**config.mk**
```make
export PLATFORM = sky130hd
export DESIGN_NAME = pc_hazard_controller
export DESIGN_NICKNAME = d
export VERILOG_FILES = /design/src/rtl/pipe_ctrl_pkg.sv /design/src/rtl/pc_hazard_controller_load_use_detect.sv /design/src/rtl/pc_hazard_controller.sv
export SDC_FILE = /design/constraint.sdc
export NUM_CORES = 1
export LEC_CHECK = 0
export ABC_CLOCK_PERIOD_IN_PS = 3100
export BUFFER_PORTS_ARGS = -buffer_cell sky130_fd_sc_hd__clkbuf_2
export CAP_MARGIN = 10
export CORE_MARGIN = 1
export CORE_UTILIZATION = 41
export CTS_BUF_LIST = sky130_fd_sc_hd__clkbuf_4 sky130_fd_sc_hd__clkbuf_8
export CTS_CLUSTER_DIAMETER = 40
export CTS_CLUSTER_SIZE = 20
export DETAILED_ROUTE_END_ITERATION = 8
export PLACE_DENSITY_LB_ADDON = 0.2
export SKIP_LAST_GASP = 1
export SYNTH_ARGS = -nofsm -noshare
export SYNTH_HDL_FRONTEND = slang
export SYNTH_SLANG_ARGS = --single-unit
```
**constraint.sdc**
```tcl
create_clock -name clock -period 3.1 [get_ports clock]
set_input_delay 0.775 -clock clock [delete_from_list [all_inputs] [get_ports clock]]
set_output_delay 0.775 -clock clock [all_outputs]
set_load 0.05 [all_outputs]
```
**src/rtl/pipe_ctrl_pkg.sv**
```systemverilog
// Shared definitions for the fetch-PC hazard controller: FSM encoding, event
// classes, pipeline-control bundle and well-known instruction/register constants.
package pipe_ctrl_pkg;

  typedef enum logic [2:0] {
    BOOT  = 3'd0,
    RUN   = 3'd1,
    STALL = 3'd2,
    FLUSH = 3'd3,
    EXC   = 3'd4
  } pc_state_e;

  // Winning event of the current cycle after priority resolution.
  typedef enum logic [2:0] {
    EV_NONE,
    EV_EXC,
    EV_BRANCH,
    EV_JUMP,
    EV_LOAD_USE
  } pc_event_e;

  typedef struct packed {
    logic d_h;
    logic c_h;
    logic if_id_write;
    logic if_id_flush;
    logic id_ex_bubble;
  } pipe_ctrl_t;

  localparam logic [31:0] NOP_INSTR = 32'h0000_0000;
  localparam logic [4:0]  REG_ZERO  = 5'd0;

  // Normal streaming: PC advances, IF/ID loads, no bubbles.
  function automatic pipe_ctrl_t ctrl_sequential();
    pipe_ctrl_t c;
    c.d_h          = 1'b0;
    c.c_h          = 1'b0;
    c.if_id_write  = 1'b1;
    c.if_id_flush  = 1'b0;
    c.id_ex_bubble = 1'b0;
    return c;
  endfunction

endpackage

```
**src/rtl/pc_hazard_controller_load_use_detect.sv**
```systemverilog
// Load-use hazard compare: a load in EX whose destination feeds an ID-stage source.
module load_use_detect
  import pipe_ctrl_pkg::*;
(
  input  logic       mem_read_i,
  input  logic [4:0] ex_rt_i,
  input  logic [4:0] id_rs_i,
  input  logic [4:0] id_rt_i,
  output logic       load_use_o
);

  always_comb begin
    load_use_o = mem_read_i
               && (ex_rt_i != REG_ZERO)
               && ((ex_rt_i == id_rs_i) || (ex_rt_i == id_rt_i));
  end

endmodule

```
**src/rtl/pc_hazard_controller.sv**
```systemverilog
// Fetch PC sequencer: selects next PC, drives PC hold/clear and IF/ID, ID/EX
// stall/flush strobes, and keeps saturating debug event counters.
module pc_hazard_controller
  import pipe_ctrl_pkg::*;
#(
  parameter int unsigned       N         = 32,
  parameter logic [N-1:0]      RESET_PC  = N'(32'h003F_FFFC),
  parameter int unsigned       FLUSH_LEN = 1,
  parameter int unsigned       CNT_W     = 16
) (
  input  logic             clock,
  input  logic             reset,
  input  logic [N-1:0]     pc_cur,
  input  logic             id_jump,
  input  logic [N-1:0]     id_jump_target,
  input  logic             ex_branch_tkn,
  input  logic [N-1:0]     ex_branch_tgt,
  input  logic             id_ex_mem_read,
  input  logic [4:0]       id_ex_rt,
  input  logic [4:0]       if_id_rs,
  input  logic [4:0]       if_id_rt,
  input  logic             exc_req,
  output logic [N-1:0]     pc_in,
  output logic             d_h,
  output logic             c_h,
  output logic             if_id_write,
  output logic             if_id_flush,
  output logic             id_ex_bubble,
  output logic [2:0]       state_o,
  output logic [CNT_W-1:0] stall_cnt,
  output logic [CNT_W-1:0] flush_cnt
);

  localparam bit         USE_FLUSH    = (FLUSH_LEN > 1);
  // Down-counter holds the number of FLUSH cycles still to follow the current one.
  localparam logic [1:0] FLUSH_RELOAD = (FLUSH_LEN > 1) ? 2'(FLUSH_LEN - 2) : 2'd0;

  pc_state_e        state_q, state_d;
  logic [1:0]       fcnt_q, fcnt_d;
  logic [CNT_W-1:0] stall_cnt_q, stall_cnt_d;
  logic [CNT_W-1:0] flush_cnt_q, flush_cnt_d;
  logic             load_use;
  logic [N-1:0]     pc_seq;
  pc_event_e        ev;
  pipe_ctrl_t       ctrl;

  load_use_detect u_load_use (
    .mem_read_i (id_ex_mem_read),
    .ex_rt_i    (id_ex_rt),
    .id_rs_i    (if_id_rs),
    .id_rt_i    (if_id_rt),
    .load_use_o (load_use)
  );

  assign pc_seq = pc_cur + N'(4);

  // STALL and FLUSH only honour exceptions and branches; the ID slot they
  // would otherwise examine is either already stalled or being flushed.
  always_comb begin
    ev = EV_NONE;
    unique case (state_q)
      RUN: begin
        if (exc_req)            ev = EV_EXC;
        else if (ex_branch_tkn) ev = EV_BRANCH;
        else if (id_jump)       ev = EV_JUMP;
        else if (load_use)      ev = EV_LOAD_USE;
      end
      STALL, FLUSH: begin
        if (exc_req)            ev = EV_EXC;
        else if (ex_branch_tkn) ev = EV_BRANCH;
      end
      default: ev = EV_NONE;
    endcase
  end

  always_ff @(posedge clock or negedge reset) begin
    if (!reset) begin
      state_q     <= BOOT;
      fcnt_q      <= '0;
      stall_cnt_q <= '0;
      flush_cnt_q <= '0;
    end else begin
      state_q     <= state_d;
      fcnt_q      <= fcnt_d;
      stall_cnt_q <= stall_cnt_d;
      flush_cnt_q <= flush_cnt_d;
    end
  end

  always_comb begin
    state_d = state_q;
    fcnt_d  = fcnt_q;
    unique case (ev)
      EV_EXC: state_d = EXC;
      EV_BRANCH, EV_JUMP: begin
        if (USE_FLUSH) begin
          state_d = FLUSH;
          fcnt_d  = FLUSH_RELOAD;
        end else begin
          state_d = RUN;
        end
      end
      EV_LOAD_USE: state_d = STALL;
      default: begin
        unique case (state_q)
          FLUSH: begin
            if (fcnt_q == 2'd0) state_d = RUN;
            else                fcnt_d  = fcnt_q - 2'd1;
          end
          default: state_d = RUN;
        endcase
      end
    endcase
  end

  always_comb begin
    stall_cnt_d = stall_cnt_q;
    flush_cnt_d = flush_cnt_q;
    if ((ev == EV_LOAD_USE) && (stall_cnt_q != '1)) begin
      stall_cnt_d = stall_cnt_q + CNT_W'(1);
    end
    if (((ev == EV_EXC) || (ev == EV_BRANCH) || (ev == EV_JUMP)) && (flush_cnt_q != '1)) begin
      flush_cnt_d = flush_cnt_q + CNT_W'(1);
    end
  end

  // Outputs follow reset combinationally so a mid-cycle reset takes effect at once.
  always_comb begin
    pc_in = pc_seq;
    ctrl  = ctrl_sequential();
    if (!reset) begin
      pc_in             = RESET_PC;
      ctrl.if_id_write  = 1'b0;
      ctrl.if_id_flush  = 1'b1;
      ctrl.id_ex_bubble = 1'b1;
    end else begin
      unique case (ev)
        EV_EXC: begin
          pc_in             = '0;
          ctrl.c_h          = 1'b1;
          ctrl.if_id_flush  = 1'b1;
          ctrl.id_ex_bubble = 1'b1;
        end
        EV_BRANCH: begin
          pc_in             = ex_branch_tgt;
          ctrl.if_id_flush  = 1'b1;
          ctrl.id_ex_bubble = 1'b1;
        end
        EV_JUMP: begin
          pc_in            = id_jump_target;
          ctrl.if_id_flush = 1'b1;
        end
        EV_LOAD_USE: begin
          ctrl.d_h          = 1'b1;
          ctrl.if_id_write  = 1'b0;
          ctrl.id_ex_bubble = 1'b1;
        end
        default: begin
          unique case (state_q)
            BOOT: begin
              ctrl.if_id_write  = 1'b0;
              ctrl.if_id_flush  = 1'b1;
              ctrl.id_ex_bubble = 1'b1;
            end
            EXC: ctrl.if_id_flush = 1'b1;
            FLUSH: begin
              ctrl.if_id_flush  = 1'b1;
              ctrl.id_ex_bubble = 1'b1;
            end
            default: ctrl = ctrl_sequential();
          endcase
        end
      endcase
    end
  end

  assign d_h          = ctrl.d_h;
  assign c_h          = ctrl.c_h;
  assign if_id_write  = ctrl.if_id_write;
  assign if_id_flush  = ctrl.if_id_flush;
  assign id_ex_bubble = ctrl.id_ex_bubble;
  assign state_o      = state_q;
  assign stall_cnt    = stall_cnt_q;
  assign flush_cnt    = flush_cnt_q;

endmodule

```
==> results_dict.tcl, run 1 <==
set metrics [dict create \
    drt_wl_total_mm 11.8 \
    fmax_mhz 303 \
    syn_area_um2 3280 \
    antenna_found_initial 0 \
    rsz0062_at_grt "yes" \
    hold_buffers 0 \
    first_iter_violations 101 \
    synth-compound-area-share_pct 16.3 \
    first_pass_iters 4 \
    clock_sinks 37 \
    critPathKind "input pin to output port" \
    synth_edf_count 0 \
    multi_input_area_um2 2710 \
    clock_path_buffers 2 \
    synth_top_family_by_area "simple AND/OR/NAND/NOR gates" \
    required_ns 2.32 \
    tightestPinTransition_ns 1.09 \
    vias 4055 \
    period_share_pct 106 \
    leakagePower_nw 2.65 \
    ys_ff_latch 37 \
    clk_latency_ns 0.29 \
    die_x_um 91.4 \
    die_area_um2 8350 \
    drive_gt1_share_pct 50.8 \
    yosys.area.top_type "dfrtp_1" \
    total_power_mw 2.11 \
    fin_ws_ns -0.199 \
    crit_end "pc_in[27]" \
    num_io_pins 189 \
    period_minus_slack_ns 3.30 \
    max_cap_viol_count 0 \
    violations "setup timing" \
    fillerInstances 597 \
    synth.distinct_cells 53 \
    pwr_density_cell_nw_per_um2 373 \
    path_max_fanout 5 \
    synth.yosys.seq_area_share_pct 28.3 \
    hold_viol_final 0 \
    route.detailed.drc 0 \
    rr_startpoint "state_o[2]" \
    initial_core_util_pct 42.4 \
    vias_per_cell 5.41 \
    nNetsFinal 768 \
    cts-root-buf "clkbuf_8" \
    grt.total_usage_pct 27.7 \
    setup.reg_to_reg.worst_slack_ns 0.47 \
    ys_warn_count 0 \
    grt_max_degree 22 \
    cp_cell_sequence "buf_6, and4_1, or4b_4, buf_8, nor3_4, xnor2_2, a221oi_4, buf_12" \
    area_delta_synth_final_pct 72.2 \
    arrival_ns 2.52 \
    fin_area_um2 5640 \
    synthXorXnorAreaFrac_pct 17.6 \
    core_um2 7730 \
    grt_pass1_wl_mm 18.6 \
    clock-skew-final_ns 0.00723 \
    reg2reg_to "flush_cnt[1]" \
    slew_headroom_pct 26.6 \
    syn_nets 525 \
    portBuffers 188 \
    ir_worst_vdd_v 0.000659 \
    worstSetupStartpointType "input pin" \
    holdCritPathClass "register to register" \
    clkTransAtPathRegs_ns 0.07 \
    max_stage_delay_ns 0.51 \
    cts_tree "built" \
    rows 32 \
    synthArstFlopShare_pct 100 \
    grt-ovfl-total 0 \
    placed_area_um2 5240 \
    synth_area_per_cell_um2 8.11 \
    antenna_cells 0 \
    die_height_um 91.4 \
    slew_viol_final 0 \
    synthFlopType "dfrtp_1" \
    cts_made_buffers 5 \
    wl_per_cell_um 15.8 \
    cp-end-kind "output port" \
    grt_pass1_vias 4068 \
    ant_nets 0 \
    reg2reg_depth 6 \
    crit_start "pc_cur[15]" \
    setup_viol 8 \
    synth_mux_area_share_pct 4.73 \
    min_path_cells 1 \
    cts_max_level 2 \
    critPathSlowestCell "or4b_4" \
    regArea_um2 930 \
    routabilityCongestion 0.879 \
    outcome "complete, but fails checks" \
    synth_top_area_share_pct 28.3 \
    synthTopCellsByArea "dfrtp_1 (28%), xnor2_1 (13%), nand2_1 (5.6%)" \
    dpl.hpwl_mm 9.36 \
    synthSimpleGateAreaFrac_pct 28.3 \
    synth_adder_area_share_pct 1.53 \
    place_ws_ns -0.406 \
    syn_inst 404 \
]
worst max-delay path, delay by kind of cell:
kind / cells / cell delay (ns)
and+or+nand+nor: 3 / 0.86
buffers and inverters: 3 / 0.42
AOI/OAI and AO/OA: 1 / 0.35
xor gates and xnor gates: 1 / 0.11
through the flow:
step | TNS (ns) | utilization [%] | std cells | hold slack, ns
2_1_floorplan | -0.691 | - | 404 | 0.446
3_3_place_gp | -1.81 | 67.8 | 736 | 0.460
3_5_place_dp | -2.04 | 67.8 | 736 | 0.475
4_1_cts | -1.01 | 71.0 | 748 | 0.489
5_1_grt | -1.66 | 73.0 | 750 | 0.505
6_report | -0.855 | 73.0 | 750 | 0.486
cells by family (layout without fill, tap and decap cells):
family / count (synthesis) / in the layout
AO/OA/AOI/OAI: 79 / 79
XOR/XNOR: 66 / 66
adder cells (fa/ha/maj): 4 / 4
buffers and inverters: 27 / 271
flip-flops: 37 / 37
multiplexers: 15 / 15
AND/OR/NAND/NOR: 176 / 176
worst min path at each step:
| stage | start | end | slack (ns) |
|---|---|---|---|
| floorplan | fcnt_q[0] | fcnt_q[0] | 0.45 |
| global placement | fcnt_q[0] | fcnt_q[0] | 0.46 |
| detailed placement | flush_cnt[14] | flush_cnt[14] | 0.48 |
| CTS | flush_cnt[14] | flush_cnt[14] | 0.49 |
| global route | reset | stall_cnt[6] | 0.51 |
| finish | flush_cnt[14] | flush_cnt[14] | 0.49 |
timing repair:
item	in CTS	in global routing
pin swaps	12	12
setup endpoints to repair	16	28
resized for setup	27	50
buffers inserted	4	2
gates cloned	0	0
area by class of cell:
cell class | count | share of cell area, %
inverter | 7 | 0.466
clock inverter | 3 | 0.310
clock buffer | 5 | 1.22
tap | 102 | 2.26
timing repair buffer | 256 | 31.2
multi-input combinational | 340 | 48.1
sequential | 37 | 16.5
flip-flops by register name, summed over array words and instances (netlist names):
register	flops
fcnt_q	2
flush_cnt	16
stall_cnt	16
state_o	3
report_power, final:
group	total [mW]	internal, mW	switching [mW]
sequential	0.596	0.533	0.0626
clock	0.327	0.155	0.172
combinational	1.18	0.447	0.737
metal layers:
metal	wire, µm	vias to the layer above	global-route usage (%)
met5	0	-	0
met4	451	0	13.9
met3	762	39	5.19
met2	6120	169	51.8
met1	4500	1892	29.5
li1	-	1955	-
cells in the final DEF, fill, tap and decap left out, drive strengths merged, types with 14 or more instances in the layout:
cell / n
and3: 17
buf: 99
clkbuf: 162
dfrtp: 37
nand2: 49
nand3: 31
nand4: 18
nor2: 22
nor3: 14
o21ai: 24
xnor2: 48
xor2: 18
synth_stat cells, types with 2 or more instances:
cell type  count
o22ai_1        3
nand4_1       18
o221ai_1       7
nor3_1        14
nor3b_1        3
nand3b_1       2
o21a_1         4
clkbuf_1      14
nand2_1       49
xor2_1        18
o21ai_0       11
mux2_2         3
nor4b_2        2
o211ai_1       5
a32oi_1        4
a21boi_0       2
and3_1        17
nor4_1         2
nor4_2         3
mux2i_1       11
xnor2_1       48
o21ai_1       13
buf_1          2
ha_1           4
nand3_1       31
inv_1          7
buf_2          4
a21oi_1       12
nor2_1        21
a221oi_1       6
nand2b_1       3
a21o_1         2
dfrtp_1       37
or4_1          2
a2bb2oi_1      2
(Power assumes the default switching activity.)
==> run 2: changes to the inputs <==
--- a/config.mk
+++ b/config.mk
@@ -15,6 +15,7 @@
 export CTS_CLUSTER_SIZE = 20
 export DETAILED_ROUTE_END_ITERATION = 8
 export PLACE_DENSITY_LB_ADDON = 0.2
+export REMOVE_ABC_BUFFERS = 1
 export SKIP_LAST_GASP = 1
 export SYNTH_ARGS = -nofsm -noshare
 export SYNTH_HDL_FRONTEND = slang
==> run 2 against run 1 <==
The flow still finishes with violations (setup timing). Sequential share of layout area up 0.74 points. Via count down 1.0%. Sequential power about the same. Critical path depth down 1. Design area down 4.6%. Die area unchanged. Total power up 0.30%. Wire length down 5.0%. Clock power up 31%. Critical path type unchanged. Critical endpoint is now pc_in[31].
==> results_dict.tcl, run 2 (synthesis gave the netlist of run 1 again) <==
set metrics [dict create \
    outcome "complete, but fails checks" \
    violations "setup timing" \
    clkTransAtPathRegs_ns 0.08 \
    layout_common_cells "clkbuf_2 (160), buf_4 (65), nand2_1 (49)" \
    leakagePower_nw 2.59 \
    routabilityCongestion 0.944 \
    dpl.hpwl_mm 8.57 \
    holdCritPathClass "register to register" \
    reg2reg_to "flush_cnt[1]" \
    setup.reg_to_reg.worst_slack_ns 0.47 \
    holdPathEnd "fcnt_q[1]" \
    grt_pass1_wl_mm 17.8 \
    antenna_found_initial 0 \
    grt.total_usage_pct 26.2 \
    rsz0062_at_grt "yes" \
    cts-root-buf "clkbuf_8" \
    max_cap_viol_count 0 \
    cts_tree "built" \
    required_ns 2.32 \
    portBuffers 188 \
    nNetsFinal 767 \
    worstSetupStartpointType "input pin" \
    vias_per_cell 5.36 \
    setup_viol 10 \
    arrival_ns 2.50 \
    core_um2 7730 \
    rr_startpoint "state_o[1]" \
    cts_made_buffers 5 \
    ir_worst_vdd_v 0.000631 \
    critPathKind "input pin to output port" \
    fin_area_um2 5380 \
    placed_area_um2 4900 \
    fillerInstances 624 \
    die_x_um 91.4 \
    route.detailed.drc 0 \
    tightestPinTransition_ns 1.05 \
    num_io_pins 189 \
    path_max_fanout 2 \
    ant_nets 0 \
    grt-ovfl-total 0 \
    hold_viol_final 0 \
    drt_wl_total_mm 11.2 \
    wl_per_cell_um 15.0 \
    reg2reg_depth 6 \
    period_share_pct 106 \
    place_ws_ns -0.425 \
    cp-end-kind "output port" \
    timing.hold.ws_ns 0.482 \
    layout_commonest_cell "clkbuf_2" \
    clock-skew-final_ns 0.00609 \
    regArea_um2 927 \
    vias 4013 \
    pwr_density_cell_nw_per_um2 392 \
    fin_ws_ns -0.172 \
    first_iter_violations 108 \
    rows 32 \
    cts_max_level 2 \
    clock_sinks 37 \
    slew_viol_final 0 \
    initial_core_util_pct 42.4 \
    worstHoldStart "fcnt_q[1]" \
    clock_path_buffers 2 \
    grt_max_degree 45 \
    finalSetupTns_ns -1.29 \
    fmax_mhz 306 \
    die_area_um2 8350 \
    grt_pass1_vias 3871 \
    min_path_cells 2 \
    clk_latency_ns 0.28 \
    slew_headroom_pct 28.9 \
    first_pass_iters 6 \
    multi_input_area_um2 2470 \
    area_delta_synth_final_pct 64.3 \
    drive_gt1_share_pct 48.4 \
    period_minus_slack_ns 3.27 \
    antenna_cells 0 \
    die_height_um 91.4 \
    finish.utilization_pct 69.7 \
]
-- run 2: per-layer routing --
layer,wire length [µm],vias to the layer above,global-route usage (%)
li1,-,1960,-
met1,4440,1900,30.1
met2,5960,135,48.9
met3,600,18,3.77
met4,241,0,9.66
met5,0,-,0
-- run 2: what timing repair did --
item                                    in CTS  in global routing
pin swaps                                   19                 17
hold buffers                                 0                  0
endpoints found under the setup margin      15                 31
buffers inserted                             2                  3
gates resized for setup                     28                 57
-- run 2: layout make-up --
class                           count  area share [%]
Clock inverter                      2           0.697
Inverter                            7           0.488
Multi-Input combinational cell    340            45.9
Clock buffer                        6            1.53
Timing Repair Buffer              255            31.8
Sequential cell                    37            17.2
Tap cell                          102            2.37
-- run 2: worst max path at each step --
stage          startpoint   endpoint  slack (ns)  cells after the start
2_1_floorplan  state_o[1]  pc_in[22]       -1.15                      5
3_3_place_gp    pc_cur[9]  pc_in[31]       -0.43                      7
3_5_place_dp   pc_cur[10]  pc_in[31]       -0.42                      7
4_1_cts         pc_cur[9]  pc_in[31]       -0.21                      7
5_1_grt        pc_cur[10]  pc_in[24]       -0.35                     10
6_report       pc_cur[15]  pc_in[31]       -0.17                      7
-- run 2: critical path, cell delays in order --
cell and delay [ns]:
clkbuf_2 0.09, and4_1 0.20, or4b_4 0.50, or4_4 0.46, xor2_2 0.16, a21oi_2 0.15, buf_8 0.16
-- run 2: per-stage QoR --
stage | total power [mW] | std cells
5_1_grt | 2.21 | 749
6_report | 2.11 | 749
4_1_cts | 2.09 | 746
3_5_place_dp | 1.64 | 736
3_3_place_gp | 1.62 | 736
2_1_floorplan | 1.23 | 384
-- run 2: where the power goes --
| group | switching (mW) | internal [mW] |
|---|---|---|
| sequential | 0.0613 | 0.532 |
| clock | 0.169 | 0.262 |
| combinational | 0.688 | 0.401 |
==> run 3: changes to the inputs <==
--- a/config.mk
+++ b/config.mk
@@ -5,11 +5,12 @@
 export SDC_FILE = /design/constraint.sdc
 export NUM_CORES = 1
 export LEC_CHECK = 0
+export ABC_AREA = 1
 export ABC_CLOCK_PERIOD_IN_PS = 3100
 export BUFFER_PORTS_ARGS = -buffer_cell sky130_fd_sc_hd__clkbuf_2
 export CAP_MARGIN = 10
 export CORE_MARGIN = 1
-export CORE_UTILIZATION = 41
+export CORE_UTILIZATION = 43
 export CTS_BUF_LIST = sky130_fd_sc_hd__clkbuf_4 sky130_fd_sc_hd__clkbuf_8
 export CTS_CLUSTER_DIAMETER = 40
 export CTS_CLUSTER_SIZE = 20
==> run 3 against run 2 <==
The flow now finishes without violations. Design area is 6.0% lower. Clock power shrank 30%. Wire length is 2.9% higher. Total power rose by 30%. Register-to-register slack improved by 0.55 ns. Maximum frequency rose by 8.9%. Final cell count grew 19%. Global-route usage grew 0.34 points. Sequential cell count stayed put. Clock skew about the same. Worst setup slack better by 0.27 ns. Largest cell class unchanged.
==> results_dict.tcl, run 3 <==
set metrics [dict create \
    synth_common_cells "nand2_1 (206), nor2_1 (61), inv_1 (58)" \
    multi_input_area_um2 2430 \
    drive_gt1_share_pct 32.7 \
    holdCritPathClass "register to register" \
    period_minus_slack_ns 3.01 \
    first_pass_iters 6 \
    critPathKind "input pin to output port" \
    path_max_fanout 3 \
    synthFlopType "dfrtp_1" \
    synthTopCellsByArea "dfrtp_1 (26%), nand2_1 (21%), nor2_1 (6.3%)" \
    finish.utilization_pct 61.9 \
    cts-root-buf "clkbuf_8" \
    synth_edf_count 0 \
    ys_warn_count 0 \
    drt_wl_total_mm 11.6 \
    die_height_um 93.6 \
    vias_per_cell 5.04 \
    cp-end-kind "output port" \
    period_share_pct 97.0 \
    tightestPinTransition_ns 0.455 \
    setup_viol 0 \
    synth.distinct_cells 33 \
    routabilityCongestion 0.888 \
    ir_worst_vdd_v 0.000660 \
    grt_pass1_wl_mm 18.6 \
    rr_startpoint "flush_cnt[0]" \
    vias 4502 \
    stdcell_count 893 \
    syn_inst 584 \
    arrival_ns 2.23 \
    worstSetupStartpointType "input pin" \
    clk_latency_ns 0.28 \
    leakagePower_nw 2.74 \
    grt.total_usage_pct 26.6 \
    clock_path_buffers 2 \
    grt-ovfl-total 0 \
    die_area_um2 8760 \
    grt_max_degree 38 \
    regArea_um2 926 \
    slew_headroom_pct 69.7 \
    yosys.area.top_type "dfrtp_1" \
    initial_core_util_pct 44.1 \
    rows 33 \
    ant_nets 0 \
    synth.yosys.seq_area_share_pct 25.7 \
    nNetsFinal 910 \
    synth_top_area_share_pct 25.7 \
    cts_made_buffers 5 \
    wl_per_cell_um 13.0 \
    clock-skew-final_ns 0.00565 \
    ys_ff_latch 37 \
    first_iter_violations 132 \
    hold_viol_final 0 \
    dp.cells 887 \
    crit_start "pc_cur[3]" \
    worstHoldStart "fcnt_q[0]" \
    portBuffers 188 \
    required_ns 2.32 \
    layout_common_cells "nand2_1 (205), clkbuf_2 (170), inv_1 (57)" \
    core_um2 8180 \
    antenna_cells 0 \
    fmax_mhz 333 \
    fillerInstances 847 \
    route.detailed.drc 0 \
    layout_commonest_cell "nand2_1" \
    outcome "completed" \
    clock_sinks 37 \
    synthArstFlopShare_pct 100 \
    synth_area_per_cell_um2 6.18 \
    synth.most_common_cell "nand2_1" \
    syn_area_um2 3610 \
    grt_pass1_vias 4225 \
    area_delta_synth_final_pct 40.3 \
    max_cap_viol_count 0 \
    cts_tree "built" \
    num_io_pins 189 \
    rsz0062_at_grt "yes" \
    cts_max_level 2 \
    pwr_density_cell_nw_per_um2 544 \
    clkTransAtPathRegs_ns 0.06 \
    antenna_found_initial 0 \
    dpl.hpwl_mm 9.55 \
    die_x_um 93.6 \
    slew_viol_final 0 \
]
==> run 3: cell types whose count changed in the layout (fill, tap and decap cells not counted), sizes merged, moves of 5 or more <==
| cell | delta |
|---|---|
| a221oi | -6 |
| nand2 | +161 |
| and3 | -17 |
| inv | +58 |
| mux2i | -11 |
| o211ai | -5 |
| clkbuf | +5 |
| xor2 | +7 |
| xnor2 | -27 |
| nor2 | +45 |
| nor3 | +11 |
| o221ai | -7 |
| nand3 | +16 |
| buf | -49 |
==> run 3: kinds of logic (layout without fill, tap and decap cells) <==
kind of cell    Yosys count  in the layout  synth area share [%]
xor+xnor                 46             46                  11.2
buf+inv                  80            284                  8.98
fa+ha+maj                 4              4                  1.39
flops                    37             37                  25.7
simple gates            379            379                  47.3
compound gates           38             38                  5.48
==> run 3: layout make-up <==
class                   count  share of cell area (%)
clock buffers               5                    1.36
clock inverters             1                  0.0989
inverters                  66                    4.94
multi-input cells         467                    47.9
flip-flops and latches     37                    18.3
well taps                 105                    2.60
repair buffers            212                    24.8
==> run 3: worst paths after layout <==
path,end,slack (ns),cells past startpoint
hold reg to reg,fcnt_q[0],0.48,2
max in group asynchronous,stall_cnt[4],1.89,3
min in group asynchronous,flush_cnt[15],0.89,3
setup reg to reg,flush_cnt[13],1.02,10
hold / removal,fcnt_q[0],0.48,2
setup / recovery,pc_in[26],0.09,12
==> run 3: worst max-delay path, stage by stage <==
cell,delay (ns)
clkbuf_2,0.12
ha_2,0.18
nand2_1,0.06
inv_2,0.09
nand2_1,0.14
nor4_2,0.17
buf_4,0.17
nand2_1,0.05
nand2_1,0.06
nand2_1,0.05
a21oi_1,0.14
buf_4,0.22
==> run 3: metal layers <==
| layer | up-vias | GRT usage (%) | wire [µm] |
|---|---|---|---|
| li1 | 2268 | - | - |
| met1 | 2059 | 30.2 | 4690 |
| met2 | 153 | 50.0 | 5840 |
| met3 | 22 | 3.25 | 686 |
| met4 | 0 | 10.6 | 349 |
| met5 | - | 0 | 0 |
==> run 3: power breakdown <==
part | leakage (nW) | switching [mW] | total (mW) | internal [mW]
clock | 0.0399 | 0.153 | 0.300 | 0.148
sequential | 0.493 | 0.0713 | 0.611 | 0.540
combinational | 2.21 | 1.32 | 1.84 | 0.526
total | 2.74 | 1.54 | 2.75 | 1.21
==> run 3: timing repair <==
item                                    in CTS  in global routing
endpoints found under the setup margin       2                 21
buffers inserted                             0                  0
pin swaps                                    0                  4
resized for setup                            2                 39
hold buffers                                 0                  0
endpoints found under the hold margin        0                  0
gates cloned                                 0                  0
==> run 3: through the flow <==
step / setup slack, ns / total power, mW / area [µm²] / hold WS (ns) / setup TNS, ns
after floorplan: -0.986 / 1.85 / 3530 / 0.449 / -3.45
after global placement: 0.0426 / 2.41 / 4900 / 0.461 / 0
after detailed placement: -0.0259 / 2.44 / 4900 / 0.470 / -0.0259
after CTS: 0.0190 / 2.76 / 4980 / 0.484 / 0
after global routing: -0.0314 / 2.93 / 5060 / 0.502 / -0.132
final: 0.0938 / 2.75 / 5060 / 0.482 / 0
